<file path="src/rtl/eq_ctrl_pkg.sv">
// Shared types and saturating helpers for the equalizer adaptation controller.
package eq_ctrl_pkg;

    localparam int unsigned              EQ_W        = 16;
    localparam logic signed [EQ_W-1:0]   AMP_DEFAULT = 16'sd11585;

    typedef enum logic [1:0] {
        MODE_IDLE  = 2'd0,
        MODE_TRAIN = 2'd1,
        MODE_DD    = 2'd2
    } mode_t;

    function automatic logic signed [EQ_W-1:0] sat_w(input logic signed [EQ_W:0] x);
        if (x[EQ_W] != x[EQ_W-1])
            return x[EQ_W] ? {1'b1, {(EQ_W-1){1'b0}}} : {1'b0, {(EQ_W-1){1'b1}}};
        return x[EQ_W-1:0];
    endfunction

    // The most negative code has no positive twin, so it maps to full scale.
    function automatic logic [EQ_W-1:0] abs_sat(input logic signed [EQ_W-1:0] x);
        if (x == {1'b1, {(EQ_W-1){1'b0}}})
            return {1'b0, {(EQ_W-1){1'b1}}};
        if (x[EQ_W-1])
            return -x;
        return x;
    endfunction

endpackage

</file>
<file path="src/rtl/err_metric_acc.sv">
// Windowed mean-|error| accumulator; win_done/win_mean are valid in the cycle
// the last symbol of a window is presented, o_metric holds the latest mean.
module err_metric_acc
    import eq_ctrl_pkg::*;
#(
    parameter int unsigned W        = EQ_W,
    parameter int unsigned LOG2_WIN = 8
) (
    input  logic                clk,
    input  logic                rst,
    input  logic                en,
    input  logic                clr,
    input  logic signed [W-1:0] e_re,
    input  logic signed [W-1:0] e_im,
    output logic                win_done,
    output logic [W:0]          win_mean,
    output logic [W:0]          metric
);

    localparam int unsigned AW = W + 1 + LOG2_WIN;

    logic [AW-1:0]       acc, acc_nxt;
    logic [LOG2_WIN-1:0] cnt;
    logic [W-1:0]        mag_re, mag_im;
    logic [W:0]          mag_sum;

    always_comb begin
        mag_re   = abs_sat(e_re);
        mag_im   = abs_sat(e_im);
        mag_sum  = {1'b0, mag_re} + {1'b0, mag_im};
        acc_nxt  = acc + AW'(mag_sum);
        win_done = en && !clr && (cnt == '1);
        win_mean = acc_nxt[AW-1:LOG2_WIN];
    end

    // A clear that coincides with a symbol starts the new window with it.
    always_ff @(posedge clk or posedge rst) begin
        if (rst) begin
            acc    <= '0;
            cnt    <= '0;
            metric <= '0;
        end else if (clr) begin
            acc <= en ? AW'(mag_sum) : '0;
            cnt <= en ? LOG2_WIN'(1) : '0;
        end else if (en) begin
            if (cnt == '1) begin
                acc    <= '0;
                cnt    <= '0;
                metric <= win_mean;
            end else begin
                acc <= acc_nxt;
                cnt <= cnt + LOG2_WIN'(1);
            end
        end
    end

endmodule

</file>
<file path="src/rtl/eq_adapt_ctrl.sv">
// LMS adaptation controller: selects training or decision-directed error,
// step size and update gating, switching modes only at frame starts.
module eq_adapt_ctrl
    import eq_ctrl_pkg::*;
#(
    parameter int unsigned         W         = EQ_W,
    parameter logic signed [W-1:0] AMP       = AMP_DEFAULT,
    parameter int unsigned         LOG2_WIN  = 8,
    parameter logic [W:0]          TH_LOCK   = 17'd1200,
    parameter logic [W:0]          TH_UNLOCK = 17'd3000,
    parameter int unsigned         LOCK_CNT  = 2,
    parameter logic [3:0]          MU_TRAIN  = 4'd4,
    parameter logic [3:0]          MU_DD     = 4'd7
) (
    input  logic                clk,
    input  logic                rst,
    input  logic                i_valid,
    input  logic                i_first,
    input  logic                i_last,
    input  logic signed [W-1:0] i_y_re,
    input  logic signed [W-1:0] i_y_im,
    input  logic signed [W-1:0] i_err_re,
    input  logic signed [W-1:0] i_err_im,
    input  logic                i_ref_bI,
    input  logic                i_ref_bQ,
    input  logic                i_freeze,
    output logic                o_valid,
    output logic                o_first,
    output logic                o_last,
    output logic signed [W-1:0] o_err_re,
    output logic signed [W-1:0] o_err_im,
    output logic                o_upd_en,
    output logic [3:0]          o_mu_shift,
    output logic [1:0]          o_mode,
    output logic                o_locked,
    output logic [W:0]          o_metric
);

    mode_t               mode, mode_nxt, sym_mode;
    logic                pend_dd, pend_dd_nxt, pend_train, pend_train_nxt;
    logic [3:0]          good_cnt, good_cnt_nxt;
    logic                start, mode_switch, acc_en;
    logic signed [W:0]   amp_x, ref_re, ref_im, diff_re, diff_im;
    logic signed [W-1:0] sel_re, sel_im;
    logic                win_done;
    logic [W:0]          win_mean;

    err_metric_acc #(.W(W), .LOG2_WIN(LOG2_WIN)) u_metric (
        .clk      (clk),
        .rst      (rst),
        .en       (acc_en),
        .clr      (mode_switch),
        .e_re     (sel_re),
        .e_im     (sel_im),
        .win_done (win_done),
        .win_mean (win_mean),
        .metric   (o_metric)
    );

    always_comb begin
        start    = i_valid & i_first;
        sym_mode = mode;
        case (mode)
            MODE_IDLE:  if (start)               sym_mode = MODE_TRAIN;
            MODE_TRAIN: if (start && pend_dd)    sym_mode = MODE_DD;
            MODE_DD:    if (start && pend_train) sym_mode = MODE_TRAIN;
            default:                             sym_mode = MODE_IDLE;
        endcase
        mode_switch = (sym_mode != mode);
        acc_en      = i_valid && (sym_mode != MODE_IDLE);

        amp_x   = (W+1)'(AMP);
        ref_re  = i_ref_bI ? -amp_x : amp_x;
        ref_im  = i_ref_bQ ? -amp_x : amp_x;
        diff_re = ref_re - (W+1)'(i_y_re);
        diff_im = ref_im - (W+1)'(i_y_im);
        case (sym_mode)
            MODE_TRAIN: begin sel_re = sat_w(diff_re); sel_im = sat_w(diff_im); end
            MODE_DD:    begin sel_re = i_err_re;       sel_im = i_err_im;       end
            default:    begin sel_re = '0;             sel_im = '0;             end
        endcase

        mode_nxt       = sym_mode;
        pend_dd_nxt    = mode_switch ? 1'b0 : pend_dd;
        pend_train_nxt = mode_switch ? 1'b0 : pend_train;
        good_cnt_nxt   = mode_switch ? '0 : good_cnt;
        // A window closing on a frame-start symbol only arms the next boundary.
        if (win_done) begin
            if (sym_mode == MODE_TRAIN) begin
                if (win_mean < TH_LOCK) begin
                    if (good_cnt < 4'(LOCK_CNT))
                        good_cnt_nxt = good_cnt + 4'd1;
                    if (good_cnt + 4'd1 >= 4'(LOCK_CNT))
                        pend_dd_nxt = 1'b1;
                end else begin
                    good_cnt_nxt = '0;
                end
            end else if (sym_mode == MODE_DD && win_mean > TH_UNLOCK) begin
                pend_train_nxt = 1'b1;
            end
        end
    end

    always_ff @(posedge clk or posedge rst) begin
        if (rst) begin
            mode       <= MODE_IDLE;
            pend_dd    <= 1'b0;
            pend_train <= 1'b0;
            good_cnt   <= '0;
        end else begin
            mode       <= mode_nxt;
            pend_dd    <= pend_dd_nxt;
            pend_train <= pend_train_nxt;
            good_cnt   <= good_cnt_nxt;
        end
    end

    always_ff @(posedge clk or posedge rst) begin
        if (rst) begin
            o_valid  <= 1'b0;
            o_first  <= 1'b0;
            o_last   <= 1'b0;
            o_upd_en <= 1'b0;
            o_err_re <= '0;
            o_err_im <= '0;
        end else begin
            o_valid  <= i_valid;
            o_first  <= i_valid & i_first;
            o_last   <= i_valid & i_last;
            o_upd_en <= acc_en & ~i_freeze;
            if (i_valid) begin
                o_err_re <= sel_re;
                o_err_im <= sel_im;
            end
        end
    end

    assign o_mode     = mode;
    assign o_locked   = (mode == MODE_DD);
    assign o_mu_shift = o_locked ? MU_DD : MU_TRAIN;

endmodule

</file>
<file path="config.mk">
export PLATFORM = sky130hd
export DESIGN_NAME = eq_adapt_ctrl
export DESIGN_NICKNAME = d
export VERILOG_FILES = /design/src/rtl/eq_ctrl_pkg.sv /design/src/rtl/err_metric_acc.sv /design/src/rtl/eq_adapt_ctrl.sv
export SDC_FILE = /design/constraint.sdc
export NUM_CORES = 1
export LEC_CHECK = 0
export BUFFER_PORTS_ARGS = -buffer_cell sky130_fd_sc_hd__buf_2
export CAP_MARGIN = 20
export CORE_UTILIZATION = 40
export DETAILED_ROUTE_END_ITERATION = 7
export PLACE_DENSITY_LB_ADDON = 0.08
export SYNTH_ARGS = -nofsm -noshare
export SYNTH_HDL_FRONTEND = slang
export SYNTH_SLANG_ARGS = --single-unit
</file>
<file path="constraint.sdc">
create_clock -name clk -period 13.12 [get_ports clk]
set_clock_uncertainty 0.2 [all_clocks]
set_input_delay 0 -clock clk [delete_from_list [all_inputs] [get_ports clk]]
set_output_delay 0 -clock clk [all_outputs]
set_load 0.005 [all_outputs]
</file>
# Yosys cells after proc, flatten, opt, wreduce, memory -nomap -nowiden
# Index checks and enable logic that the tools add are counted.
[totals]
regBits = 94
latch_bits = 0
ramBits = 0
rom_bits = 0
elab_cells = 106
mem_count = 0
[op_classes]
addsub = 8
multipliers = 0
div = 0
order_cmp = 4
eq_ne = 10
shift = 0
muxes = 55
n_bitwise = 5
n_reduce_logical = 11
[op_table]
columns = ["operator", "n"]
rows = [
  ["2-to-1 mux 16 bit", 14],
  ["2-to-1 mux 25 bit", 3],
  ["one-hot mux 16 bit (2 select lines)", 2],
  ["2-to-1 mux 17 bit", 3],
  ["subtractor 17 x 16 -> 17 bit", 2],
  ["== test 16 bit, second input constant", 2],
  ["negation 16 bit", 2],
  ["adder 25 x 17 -> 25 bit", 1],
  ["2-to-1 mux 8 bit", 3],
  ["2-to-1 mux 1 bit", 20],
  ["2-to-1 mux 4 bit", 5],
  ["adder 16 x 16 -> 17 bit", 1],
  ["greater-than comparator 17 x 12 -> 1 bit, second input constant", 1],
  ["less-than comparator 17 x 11 -> 1 bit, second input constant", 1],
  ["adder 8 x 1 -> 8 bit, second input constant", 1],
  ["== test 8 bit, second input constant", 1],
  ["2-to-1 mux 2 bit", 4],
  ["logical AND 1 bit", 6],
  ["one-hot mux 2 bit (3 select lines)", 1],
  ["adder 4 x 1 -> 4 bit, second input constant", 1],
  ["== test 2 x 1 -> 1 bit, second input constant", 2],
  ["== test 2 bit, second input constant", 2],
  ["greater-or-equal comparator 4 x 2 -> 1 bit, second input constant", 1],
  ["less-than comparator 4 x 2 -> 1 bit, second input constant", 1],
  ["other kinds (8)", 13],
]

# Depth between registers and ports, before layout
[logic_depth]
word_depth = 20
depth_mapped = 44
ltp_nobuf = 41

# Cells and area by module
# A second synthesis with hierarchy kept.
[unflattened]
hier_cells = 1144
hier_area_um2 = 9072.5
[by_module_without_submodules]
columns = ["module", "instances", "cells_each", "area_per_inst_um2"]
rows = [
  ["err_metric_acc", 1, 608, 4788.3],
  ["eq_adapt_ctrl", 1, 536, 4284.1],
]

# Worst setup path after synthesis
# No wires, ideal clock.
[synth_path]
path_type = "input port to flip-flop"
start = "in i_ref_bQ"
end = "reg pend_train"
setup_time_ns = 0.083
t_arrival_ns = 8.077
path_slack_ns = 4.760
stages = 42
cell_sequence = "inv_1 > ha_1 > fa_1 > nand2b_1 > a21oi_1 > o41a_1 > a31oi_2 > o21ai_2 > o22ai_1 > a2111oi_0 > nand2b_1 > ha_1 > nor2b_1 > a31o_2 > nand2_1 > or4_1 > buf_2 > nand2_1 > [... 6 more ...] > o21ai_0 > a21boi_0 > o2111ai_1 > a31oi_1 > a31oi_1 > xnor2_1 > ha_1 > a21oi_1 > o21bai_1 > a21oi_1 > a2bb2oi_1 > a21boi_0 > o21ai_0 > and2_1 > clkbuf_1 > xor2_1 > o311a_1 > o21ai_0"
[synth_between]
elab_chain_cells = 18
word_cells_on_any_way = 24
cone_classes = "4 x add/sub; 1 x order compare; 2 x eq/ne; 16 x mux; 1 x reduce/logical"
[synth_lines]
columns = ["element", "line", "rtl"]
rows = [
  ["start, declared", "eq_adapt_ctrl.sv:25", "input logic i_ref_bQ,"],
  ["2-to-1 mux 17 bit (*)", "eq_adapt_ctrl.sv:74", "ref_im = i_ref_bQ ? -amp_x : amp_x;"],
  ["subtractor 17 x 16 -> 17 bit (*)", "eq_adapt_ctrl.sv:76", "diff_im = ref_im - (W+1)'(i_y_im);"],
  ["!= test 1 bit", "eq_ctrl_pkg.sv:14", "if (x[EQ_W] != x[EQ_W-1])"],
  ["2-to-1 mux 1 bit", "eq_ctrl_pkg.sv:14", ""],
  ["2-to-1 mux 1 bit", "eq_adapt_ctrl.sv:77", "case (sym_mode)"],
  ["2-to-1 mux 16 bit (*)", "eq_ctrl_pkg.sv:16", "return x[EQ_W-1:0];"],
  ["one-hot mux 16 bit (2 select lines) (*)", "eq_adapt_ctrl.sv:77", ""],
  ["negation 16 bit / 2-to-1 mux 1 bit (equally long branches)", "eq_ctrl_pkg.sv:24, eq_ctrl_pkg.sv:23", ""],
  ["[... 3 more ...]", "--", ""],
  ["adder 16 x 16 -> 17 bit (*)", "err_metric_acc.sv:30", "mag_sum = {1'b0, mag_re} + {1'b0, mag_im};"],
  ["adder 25 x 17 -> 25 bit (*)", "err_metric_acc.sv:31", "acc_nxt = acc + AW'(mag_sum);"],
  ["greater-than comparator 17 x 12 -> 1 bit (*)", "eq_adapt_ctrl.sv:98", "end else if (sym_mode == MODE_DD && win_mean > TH_UNLOCK) begin"],
  ["logical AND 1 bit (*)", "eq_adapt_ctrl.sv:98", ""],
  ["2-to-1 mux 1 bit (*)", "eq_adapt_ctrl.sv:98", ""],
  ["2-to-1 mux 1 bit (*)", "eq_adapt_ctrl.sv:89", "if (sym_mode == MODE_TRAIN) begin"],
  ["2-to-1 mux 1 bit (*)", "eq_adapt_ctrl.sv:88", "if (win_done) begin"],
  ["named net pend_train_nxt", "eq_adapt_ctrl.sv:40", "logic pend_dd, pend_dd_nxt, pend_train, pend_train_nxt;"],
  ["end signal, assigned", "eq_adapt_ctrl.sv:113", "pend_train <= pend_train_nxt;"],
  ["end, declared", "eq_adapt_ctrl.sv:40", ""],
]
# Mark *: on every way through the listed nets, which the timed path passes. The rest lies on a longest branch. The select of a mux whose other input is x is not followed.
# A chain may end at the register's enable or synchronous reset.

# Worst setup path in the final report
[layout_path]
start = "in i_valid"
end = "reg pend_dd"
[layout_between]
elab_chain_cells = 16
word_cells_on_any_way = 41
cone_classes = "4 x add/sub; 1 x order compare; 5 x eq/ne; 23 x mux; 1 x bitwise; 7 x reduce/logical"
[layout_lines]
columns = ["element", "line", "rtl"]
rows = [
  ["start, declared", "eq_adapt_ctrl.sv:17", "input logic i_valid,"],
  ["AND 1 bit (*)", "eq_adapt_ctrl.sv:61", "start = i_valid & i_first;"],
  ["logical AND 1 bit, on equally long branches", "eq_adapt_ctrl.sv:66, eq_adapt_ctrl.sv:65", ""],
  ["2-to-1 mux 2 bit, on equally long branches", "eq_adapt_ctrl.sv:66, eq_adapt_ctrl.sv:65", ""],
  ["one-hot mux 2 bit (3 select lines) (*)", "eq_adapt_ctrl.sv:63", "case (mode)"],
  ["named net mode_nxt[0]", "eq_adapt_ctrl.sv:39", "mode_t mode, mode_nxt, sym_mode;"],
  ["== test 2 bit / == test 2 x 1 -> 1 bit (equally long branches)", "eq_adapt_ctrl.sv:77, eq_adapt_ctrl.sv:89", ""],
  ["one-hot mux 16 bit (2 select lines)", "eq_adapt_ctrl.sv:77", ""],
  ["negation 16 bit / 2-to-1 mux 1 bit (equally long branches)", "eq_ctrl_pkg.sv:24, eq_ctrl_pkg.sv:23", ""],
  ["[... 2 more ...]", "--", ""],
  ["2-to-1 mux 16 bit", "eq_ctrl_pkg.sv:23", "if (x[EQ_W-1])"],
  ["adder 16 x 16 -> 17 bit", "err_metric_acc.sv:30", ""],
  ["adder 25 x 17 -> 25 bit", "err_metric_acc.sv:31", ""],
  ["less-than comparator 17 x 11 -> 1 bit", "eq_adapt_ctrl.sv:90", "if (win_mean < TH_LOCK) begin"],
  ["2-to-1 mux 1 bit", "eq_adapt_ctrl.sv:90", ""],
  ["2-to-1 mux 1 bit", "eq_adapt_ctrl.sv:89", ""],
  ["2-to-1 mux 1 bit (*)", "eq_adapt_ctrl.sv:88", ""],
  ["named net pend_dd_nxt", "eq_adapt_ctrl.sv:40", ""],
  ["end signal, assigned", "eq_adapt_ctrl.sv:112", "pend_dd <= pend_dd_nxt;"],
  ["end, declared", "eq_adapt_ctrl.sv:40", ""],
]
# Marks and branches as above.

==> results.ini <==
[outcome]
status=complete, no violations

[timing]
hold_viol_final=0
maxSlewViolCount=0
fmax_mhz=99.9
rsz0062_at_grt=false
setup_viol=0
fin_tns_setup_ps=0
period_minus_slack_ps=10010
max_slew_margin=0.353
min_period_over_period=0.763
tightest_slew_ps=967
fin_worst_hold_slack_ps=17.5
setup_slack_ps=3110

[synth]
synthArstFlopShare=1.00
yosysWarnings=0
yosysSeqAreaShare=0.253
synth_top_area_frac=0.253
synth_top_area_cell=dfrtp_1
ys_types=92
synthFlopType=dfrtp_1
syn_area_per_cell_um2=7.73
synthesis.area_um2=9310
synth_edf_count=0
synth_cells=1204
ys_seq_elements=94
synth_nets=1352
netlist_top_cells_area=dfrtp_1, ha_1, o21ai_0

[layout]
mostFrequentLayoutCells=nand2_1, buf_2, o21ai_0, dfrtp_1, inv_1
antenna_cells=0
stdcell_area_um2=10700
final_common_cell=nand2_1
fin_cells=1614
drive_gt1_frac=0.143
nets=1472
synthToLayoutAreaGrowth_pct=15.2

[placement]
place_hpwl_mm=21.0
io_buffers=129
gp_congestion=0.919
place_area_um2=10200
place_inst=1574
pre_cts_ws_ps=3250

[floorplan]
ios=132
die_area_um2=23900
die_w_um=155
die_y_um=155
rows=55
core_um2=22700
initial_core_util=0.410

[global_route]
grt_pass1_wl_mm=43.9
antenna_found_initial=0
grt_overflow=0
grt.total_usage=0.229
grt_pass1_vias=8609
grt_max_degree=53

[clock_network]
cts_tree=done
clkSinkCount=94
ctsHtreeMaxLevel=3
cts-root-buf=clkbuf_16
postCtsSetupRepairBufs=0
worstSkewPairLatency_ps=360
numCtsBuffers=9
clockBufferDepth=2
clkTransAtPathRegs_ps=80
cts_resized=0

[setup_path]
cp-startpoint=i_valid
cp-end-kind=flop
cp_num_buf_inv=5
cp.arrival_ps=10080
worstPathRequired_ps=13190
slowest_stage=or4_1
critical_path.top_delay_family=compound AO/OA/AOI/OAI gates
path_class=primary input to flop
start_kind=primary input
critPathMaxStageDelay_ps=620
cp_max_fo=51
r2r-start=o_mode[1]

[min_path]
hold_class=primary input to flop
hold_start=i_err_re[7]

[drt]
final_antenna_net_count=0
vias_per_cell=5.64
drc=0
drt_iter0_markers=485
drt-total-wl_mm=27.1
wl_per_cell_um=16.8
drtPass1Iterations=7
num_vias=9107

[power_and_ir_drop]
p_per_area_nw_per_um2=225
leakage_uw=0.00507
ir_drop_mv=0.111

[job]
max_cap_violations=0

==> cell type report <==
type	count	area, um2
clock buffers	9	225
multi-input cells	962	6380
repair buffers	163	965
fillers	2296	12000
well taps	285	357
flip-flops and latches	94	2350
inverters	94	355
clock inverters	7	86.3
==> cells by family after synthesis <==
group | synth area share
AOI/OAI and AO/OA | 0.287
xor gates and xnor gates | 0.0762
adders and majority gates | 0.105
buffers and inverters | 0.0616
DFF | 0.253
muxes | 0.00686
other | 0.000807
and+or+nand+nor | 0.210
==> Yosys cell counts (all sizes together), types with 6 or more instances <==
library cell / number
o311ai: 6
or3: 9
a41oi: 7
a211oi: 11
xnor2: 48
xor2: 33
nand4: 11
ha: 72
o21ai: 125
nor3: 18
o22ai: 19
nor2: 71
nand2: 137
a22o: 6
buf: 9
or2: 9
a21o: 22
o21a: 10
clkbuf: 45
o31ai: 16
o21bai: 6
nand2b: 16
dfrtp: 94
nor2b: 16
a31oi: 19
inv: 93
o211ai: 15
a21oi: 78
nand3: 34
a22oi: 13
and3: 18
and2: 23
==> through the flow <==
step	util	total power, uW
floorplan	-	1690
global placement	0.447	2110
detailed placement	0.448	2110
CTS	0.472	2420
global route	0.472	2620
finish	0.472	2410
==> sequential cells by signal (all words and copies together) (netlist names), 2 cells and up <==
name	flops
good_cnt	4
o_err_im	16
o_err_re	16
o_mode	2
u_metric.acc	25
u_metric.cnt	8
u_metric.metric	17
==> per-layer routing <==
metal	up-vias	wire [um]	global-route usage
met5	-	0	0
met4	0	389	0.0603
met3	26	901	0.0221
met2	182	12700	0.388
met1	4309	13100	0.310
li1	4590	-	-
==> timing repair <==
action / in CTS / in global routing
hold buffers: 24 / 0
endpoints found under the hold margin: 65 / 0
endpoints found under the setup margin: 0 / 0
==> path summary, 6_finish.rpt <==
check                           cells after the start  slack [ps]                  end
worst max-delay path                               43        3110              pend_dd
worst min register to register                      2         270   u_metric.metric[5]
max in group asynchronous                           4       11570          o_err_re[4]
worst max register to register                     39        3570              pend_dd
min in group asynchronous                           3          30  u_metric.metric[13]
worst min-delay path                                4          20          o_err_re[7]
==> worst reg2reg max path: cells and delay by family, from the launching register on <==
kind                     cells  cell delay (ps)
adder cells (fa/ha/maj)      5             1550
AND/OR/NAND/NOR             13             2560
multiplexers                 1              260
AO/OA/AOI/OAI               18             4180
flip-flops                   1              420
buffers and inverters        1               50
XOR/XNOR                     1              220
==> power breakdown <==
part           switching (uW)  total (uW)  leakage (uW)  internal (uW)
clock                     134         287      0.000150            153
sequential               40.5         395       0.00120            355
combinational            1020        1730       0.00372            709
total                    1190        2410       0.00507           1220
No activity file was read; power rests on OpenSTA's default activity.
